[src/rtl/melody_sequencer.sv]
// rtl/melody_sequencer.sv - note-table tone sequencer driving differential speaker pins
//
// Plays a small programmable note table as a square wave on spkp/spkm.
// Each entry holds a half-period divider, a duration in ticks and a last flag.
// The table is written only while the sequencer is idle.
//
// Ports:
//   clk       system clock; all logic runs on posedge
//   resetn    asynchronous active-low reset
//   wr_en     table write strobe (honoured only in IDLE)
//   wr_addr   table write address
//   wr_div    half-period in clk cycles, 0 = rest
//   wr_dur    note length in ticks, 0 = skip entry
//   wr_last   entry ends the melody
//   start     begin playback at entry 0 (pulse)
//   stop      abort playback (pulse); overrides everything else
//   loop      sampled at end of melody: 1 = restart at entry 0
//   busy      high in LOAD/PLAY/GAP
//   done      one-cycle pulse on normal completion
//   note_idx  entry currently loaded/playing
//   spkp/spkm differential speaker drive, both 0 when silent
module melody_sequencer #(
  parameter int CLK_HZ    = 25000000,
  parameter int TICK_HZ   = 1000,
  parameter int DEPTH     = 16,
  parameter int DIV_W     = 16,
  parameter int DUR_W     = 8,
  parameter int GAP_TICKS = 10,
  localparam int AW       = $clog2(DEPTH)
) (
  input  logic             clk,
  input  logic             resetn,
  input  logic             wr_en,
  input  logic [AW-1:0]    wr_addr,
  input  logic [DIV_W-1:0] wr_div,
  input  logic [DUR_W-1:0] wr_dur,
  input  logic             wr_last,
  input  logic             start,
  input  logic             stop,
  input  logic             loop,
  output logic             busy,
  output logic             done,
  output logic [AW-1:0]    note_idx,
  output logic             spkp,
  output logic             spkm
);

  localparam int TICK_DIV = CLK_HZ / TICK_HZ;
  localparam int TW       = (TICK_DIV > 1) ? $clog2(TICK_DIV) : 1;
  // +2 keeps the width at least 1 bit when GAP_TICKS is 0
  localparam int GW       = $clog2(GAP_TICKS + 2);

  localparam logic [TW-1:0] TICK_LAST = TW'(TICK_DIV - 1);
  localparam logic [AW-1:0] IDX_LAST  = AW'(DEPTH - 1);
  localparam logic [GW-1:0] GAP_LOAD  = GW'(GAP_TICKS);

  typedef enum logic [1:0] {
    ST_IDLE = 2'd0,
    ST_LOAD = 2'd1,
    ST_PLAY = 2'd2,
    ST_GAP  = 2'd3
  } state_t;

  state_t state_q, state_d;

  logic [DIV_W-1:0] div_mem [DEPTH];
  logic [DUR_W-1:0] dur_mem [DEPTH];
  logic [DEPTH-1:0] last_mem;

  logic [AW-1:0]    idx_q, idx_d;
  logic [DIV_W-1:0] div_q, div_d;
  logic             last_q, last_d;
  logic [DIV_W-1:0] tone_cnt_q, tone_cnt_d;
  logic [TW-1:0]    tick_cnt_q, tick_cnt_d;
  logic [DUR_W-1:0] dur_cnt_q, dur_cnt_d;
  logic [GW-1:0]    gap_cnt_q, gap_cnt_d;
  logic             tone_q, tone_d;
  logic             done_q, done_d;

  logic             advance;
  logic             end_last;
  logic [DIV_W-1:0] rd_div;
  logic [DUR_W-1:0] rd_dur;
  logic             rd_last;

  // Table storage is deliberately not reset so a reset mid-melody keeps the tune.
  always_ff @(posedge clk) begin
    if (wr_en && (state_q == ST_IDLE)) begin
      div_mem[wr_addr]  <= wr_div;
      dur_mem[wr_addr]  <= wr_dur;
      last_mem[wr_addr] <= wr_last;
    end
  end

  assign rd_div  = div_mem[idx_q];
  assign rd_dur  = dur_mem[idx_q];
  assign rd_last = last_mem[idx_q];

  always_comb begin
    state_d    = state_q;
    idx_d      = idx_q;
    div_d      = div_q;
    last_d     = last_q;
    tone_cnt_d = tone_cnt_q;
    tick_cnt_d = tick_cnt_q;
    dur_cnt_d  = dur_cnt_q;
    gap_cnt_d  = gap_cnt_q;
    tone_d     = tone_q;
    done_d     = 1'b0;
    advance    = 1'b0;
    end_last   = last_q;

    case (state_q)
      ST_IDLE: begin
        if (start) begin
          state_d = ST_LOAD;
          idx_d   = '0;
        end
      end

      ST_LOAD: begin
        div_d      = rd_div;
        last_d     = rd_last;
        tone_d     = 1'b0;
        tone_cnt_d = (rd_div == '0) ? '0 : rd_div - 1'b1;
        tick_cnt_d = TICK_LAST;
        dur_cnt_d  = rd_dur;
        if (rd_dur == '0) begin
          // Skipped entries must honour their own last flag, not the latched one.
          advance  = 1'b1;
          end_last = rd_last;
        end else begin
          state_d = ST_PLAY;
        end
      end

      ST_PLAY: begin
        if (div_q != '0) begin
          if (tone_cnt_q == '0) begin
            tone_cnt_d = div_q - 1'b1;
            tone_d     = ~tone_q;
          end else begin
            tone_cnt_d = tone_cnt_q - 1'b1;
          end
        end
        if (tick_cnt_q == '0) begin
          tick_cnt_d = TICK_LAST;
          dur_cnt_d  = dur_cnt_q - 1'b1;
          if (dur_cnt_q == DUR_W'(1)) begin
            if (GAP_TICKS == 0) begin
              advance = 1'b1;
            end else begin
              state_d   = ST_GAP;
              gap_cnt_d = GAP_LOAD;
            end
          end
        end else begin
          tick_cnt_d = tick_cnt_q - 1'b1;
        end
      end

      ST_GAP: begin
        if (tick_cnt_q == '0) begin
          tick_cnt_d = TICK_LAST;
          gap_cnt_d  = gap_cnt_q - 1'b1;
          if (gap_cnt_q == GW'(1)) begin
            advance = 1'b1;
          end
        end else begin
          tick_cnt_d = tick_cnt_q - 1'b1;
        end
      end

      default: state_d = ST_IDLE;
    endcase

    if (advance) begin
      if (end_last || (idx_q == IDX_LAST)) begin
        if (loop) begin
          state_d = ST_LOAD;
          idx_d   = '0;
        end else begin
          state_d = ST_IDLE;
          done_d  = 1'b1;
        end
      end else begin
        state_d = ST_LOAD;
        idx_d   = idx_q + 1'b1;
      end
    end

    if (stop) begin
      state_d = ST_IDLE;
      done_d  = 1'b0;
      tone_d  = 1'b0;
    end
  end

  always_ff @(posedge clk or negedge resetn) begin
    if (!resetn) begin
      state_q    <= ST_IDLE;
      idx_q      <= '0;
      div_q      <= '0;
      last_q     <= 1'b0;
      tone_cnt_q <= '0;
      tick_cnt_q <= '0;
      dur_cnt_q  <= '0;
      gap_cnt_q  <= '0;
      tone_q     <= 1'b0;
      done_q     <= 1'b0;
    end else begin
      state_q    <= state_d;
      idx_q      <= idx_d;
      div_q      <= div_d;
      last_q     <= last_d;
      tone_cnt_q <= tone_cnt_d;
      tick_cnt_q <= tick_cnt_d;
      dur_cnt_q  <= dur_cnt_d;
      gap_cnt_q  <= gap_cnt_d;
      tone_q     <= tone_d;
      done_q     <= done_d;
    end
  end

  // Pins decode straight from state so an async reset silences them at once.
  assign busy     = (state_q != ST_IDLE);
  assign done     = done_q;
  assign note_idx = idx_q;
  assign spkp     = (state_q == ST_PLAY) && tone_q;
  assign spkm     = (state_q == ST_PLAY) && (div_q != '0) && !tone_q;

endmodule

[config.mk]
export PLATFORM = sky130hd
export DESIGN_NAME = melody_sequencer
export DESIGN_NICKNAME = d
export VERILOG_FILES = /design/src/rtl/melody_sequencer.sv
export SDC_FILE = /design/constraint.sdc
export NUM_CORES = 1
export LEC_CHECK = 0
export BUFFER_PORTS_ARGS = -buffer_cell sky130_fd_sc_hd__buf_2
export CAP_MARGIN = 0
export CORE_AREA = 2 2 193 195
export DETAILED_ROUTE_END_ITERATION = 8
export DIE_AREA = 0 0 195 197
export HOLD_SLACK_MARGIN = 0.1
export PLACE_DENSITY = 0.73
export SLEW_MARGIN = 0
export SYNTH_ARGS = -nofsm -noshare
export SYNTH_HDL_FRONTEND = slang
export SYNTH_SLANG_ARGS = --single-unit
[constraint.sdc]
create_clock -name clk -period 3.65 [get_ports clk]
set_input_delay 1.095 -clock clk [delete_from_list [all_inputs] [get_ports clk]]
set_output_delay 1.095 -clock clk [all_outputs]
set_load 0.03 [all_outputs]
==> metrics <==
Post-layout nets 1240; CP Max Fanout 6; met3 WL 3.30 mm; # DRC 0; Fillers 2544; Syn Nets 1156; CTS Hold Bufs 0; Tmin final 3.57 ns; Required @ worst endpoint 2.55 ns; largest net degree at the start of global routing 39; DRT Pass-1 Iters 5; first-pass GRT wire length 66.6 mm; vias 10700; wire per inst 25.3 um; register area 13700 um2; placer congestion estimate 0.861; Critical Path, Cell by Cell or4_4 -> or3_4 -> o41ai_4 -> nor2_1 -> buf_2; Leakage Power 0.00720 uW; Area Growth Syn to Fin 13.3%; met2 WL 20.9 mm; DR vias/cell 6.28; 1st-iter DRT viols 1164; cell count of the worst reg-to-reg path 13; Max Root-Sink Buffers 3; status finished, final reports clean; CTS tree done; Setup Viol. Count Final 0; power density cells 572 nW/um2; routed wire length 43.0 mm; Syn Inst Count 1107; synth warn 0; Initial Utilization 54.3%; slew at the pin closest to its max-slew limit 0.965 ns; IO buf count 42; Post-synth EDFFs 400; routed length on met1 17.8 mm; Max VDD drop 0.511 mV; Worst slew margin 35.7%; number of global-route vias before repair 10800; crit path buf inv count 1; initial antenna violation count 2; HP Class in -> async; WS Path Type reg -> out; sequential area share after synthesis 69.6%; Post-synth ARST share 14.5%; CTS Sinks 468; Critical Path Max Stage Delay 0.56 ns; die height 197 um; crit end category primary output; crit path DAT 2.48 ns; Primary FF master, synth edfxtp_1; core area 36300 um2; maxcap violations 0; CTS H-tree lvls 2; die width 195 um; number of buffers created by CTS 47; Die Area 38400 um2; Clock Skews 0.0242 ns; Total GRT Usage 23.5%; Final Slew Violations 0; Slowest-stage cell, CP or4_4; Netlist cell types 73; delay-heaviest family, CP simple AND/OR/NAND/NOR gates; proportion of layout cells with a drive suffix above 1 27.4%; Setup TNS Final 0 ns; Mapped Avg Cell Area 17.8 um2; footprint of the multi-input gates 5750 um2; RSZ-0062 raised after global routing false; endpoints failing hold 0; row cnt 70; hpwl dp 24.9 mm; clk root buf clkbuf_16; Top Layer Used met4; DP Worst Slack 0.225 ns; Routed Antenna Nets 0; mapped cell area 19700 um2; WP depth 5; I/O pin cnt 43; post-route setup slack 0.0764 ns; fin crit share 97.9%; number of synthesized register bits 468; fmax 280 MHz; total gr overflow 0; Worst-path clk slew 0.06 ns; CP Launch Type flop; clk_lat worst skew 0.59 ns
## routing by layer
| layer | global-route usage, % | vias to the layer above |
|---|---|---|
| li1 | - | 4650 |
| met1 | 32.9 | 5485 |
| met2 | 37.7 | 458 |
| met3 | 4.65 | 73 |
| met4 | 7.52 | 0 |
| met5 | 0 | - |
## synthesized netlist by cell type, types with 5 or more instances
master	number	area (um2)
a211o_1	5	43.8
a211oi_1	9	67.6
a21oi_1	33	165
a31oi_1	11	68.8
and2_1	6	37.5
buf_2	7	35.0
buf_6	8	90.1
clkbuf_1	26	97.6
dfrtp_1	68	1700
edfxtp_1	400	12000
ha_1	14	175
inv_1	20	75.1
mux2_2	18	203
mux2i_1	10	100
mux4_2	119	2680
nand2_1	45	169
nand2b_1	7	43.8
nand3_1	21	105
nand4_1	5	31.3
nor2_1	64	240
nor2b_1	11	68.8
nor3_1	22	110
nor4b_1	5	43.8
o21a_1	5	37.5
o21ai_0	32	160
o21ai_1	10	50.1
o221ai_1	5	43.8
or3_1	12	75.1
or4_1	7	52.6
xnor2_1	19	166
xor2_1	10	87.6
## metrics by stage
step	utilization, %	std cells	cell area (um2)	hold slack [ns]	power (uW)
5_1_grt	61.5	1696	22300	0.385	13300
6_report	61.5	1698	22300	0.377	12800
2_1_floorplan	-	1107	19700	0.467	7660
4_1_cts	61.4	1695	22300	0.361	12800
3_5_place_dp	57.3	1609	20800	0.499	8250
3_3_place_gp	57.3	1609	20800	0.482	8200
## cell type report
cell class	instances	area share, %
Timing Repair Buffer	85	3.17
Clock inverter	32	1.09
Clock buffer	54	5.48
Sequential cell	468	61.5
Inverter	20	0.336
Tap cell	468	2.62
Antenna cell	2	0.0224
Multi-Input combinational cell	569	25.8
## timing repair
item,4_1_cts,5_1_grt
setup endpoints to repair,1,3
gates cloned,0,0
setup buffers,0,1
gates resized for setup,5,4
## logic make-up after synthesis
kind of cell               after synthesis  synth area share [%]
muxes                                  148                  15.3
DFF                                    468                  69.6
buffers and inverters                   70                  1.97
and+or+nand+nor                        231                  6.02
adders and majority gates               14                 0.890
AOI/OAI and AO/OA                      147                  4.91
xor gates and xnor gates                29                  1.29
## report_power, final
part	internal [uW]	switching [uW]
Sequential	6180	369
Clock	2570	2000
Combinational	654	1010
## state kept, by name (all words and copies together), names as in the netlist, 2 cells and up
signal,count
div_mem,256
dur_mem,128
div_q,16
last_mem,16
tone_cnt_q,16
tick_cnt_q,15
dur_cnt_q,8
gap_cnt_q,4
note_idx,4
state_q,2
## final timing paths
path	start	to	slack, ns
min reg2reg	tick_cnt_q[14]	tick_cnt_q[14]	0.51
min	resetn	div_q[11]	0.38
max reg2reg	tone_cnt_q[2]	tone_cnt_q[10]	0.21
min in group clk	tick_cnt_q[14]	tick_cnt_q[14]	0.51
max in group asynchronous	resetn	note_idx[0]	2.57
max	div_q[3]	spkm	0.08
## cell usage in the layout, fill, tap and decap left out, types with 13 or more instances in the layout
cell,netlist,final
dfrtp_1,68,62
buf_4,2,29
ha_1,14,14
a21oi_1,33,33
nor3_1,22,17
nand3_1,21,21
mux4_2,119,119
mux2_2,18,18
clkbuf_16,0,48
o21ai_0,32,32
inv_1,20,20
nand2_1,45,45
buf_2,7,42
xnor2_1,19,19
edfxtp_1,400,400
buf_12,3,14
nor2_1,64,51
nor2_4,1,13
No activity file was read; power rests on OpenSTA's default activity.
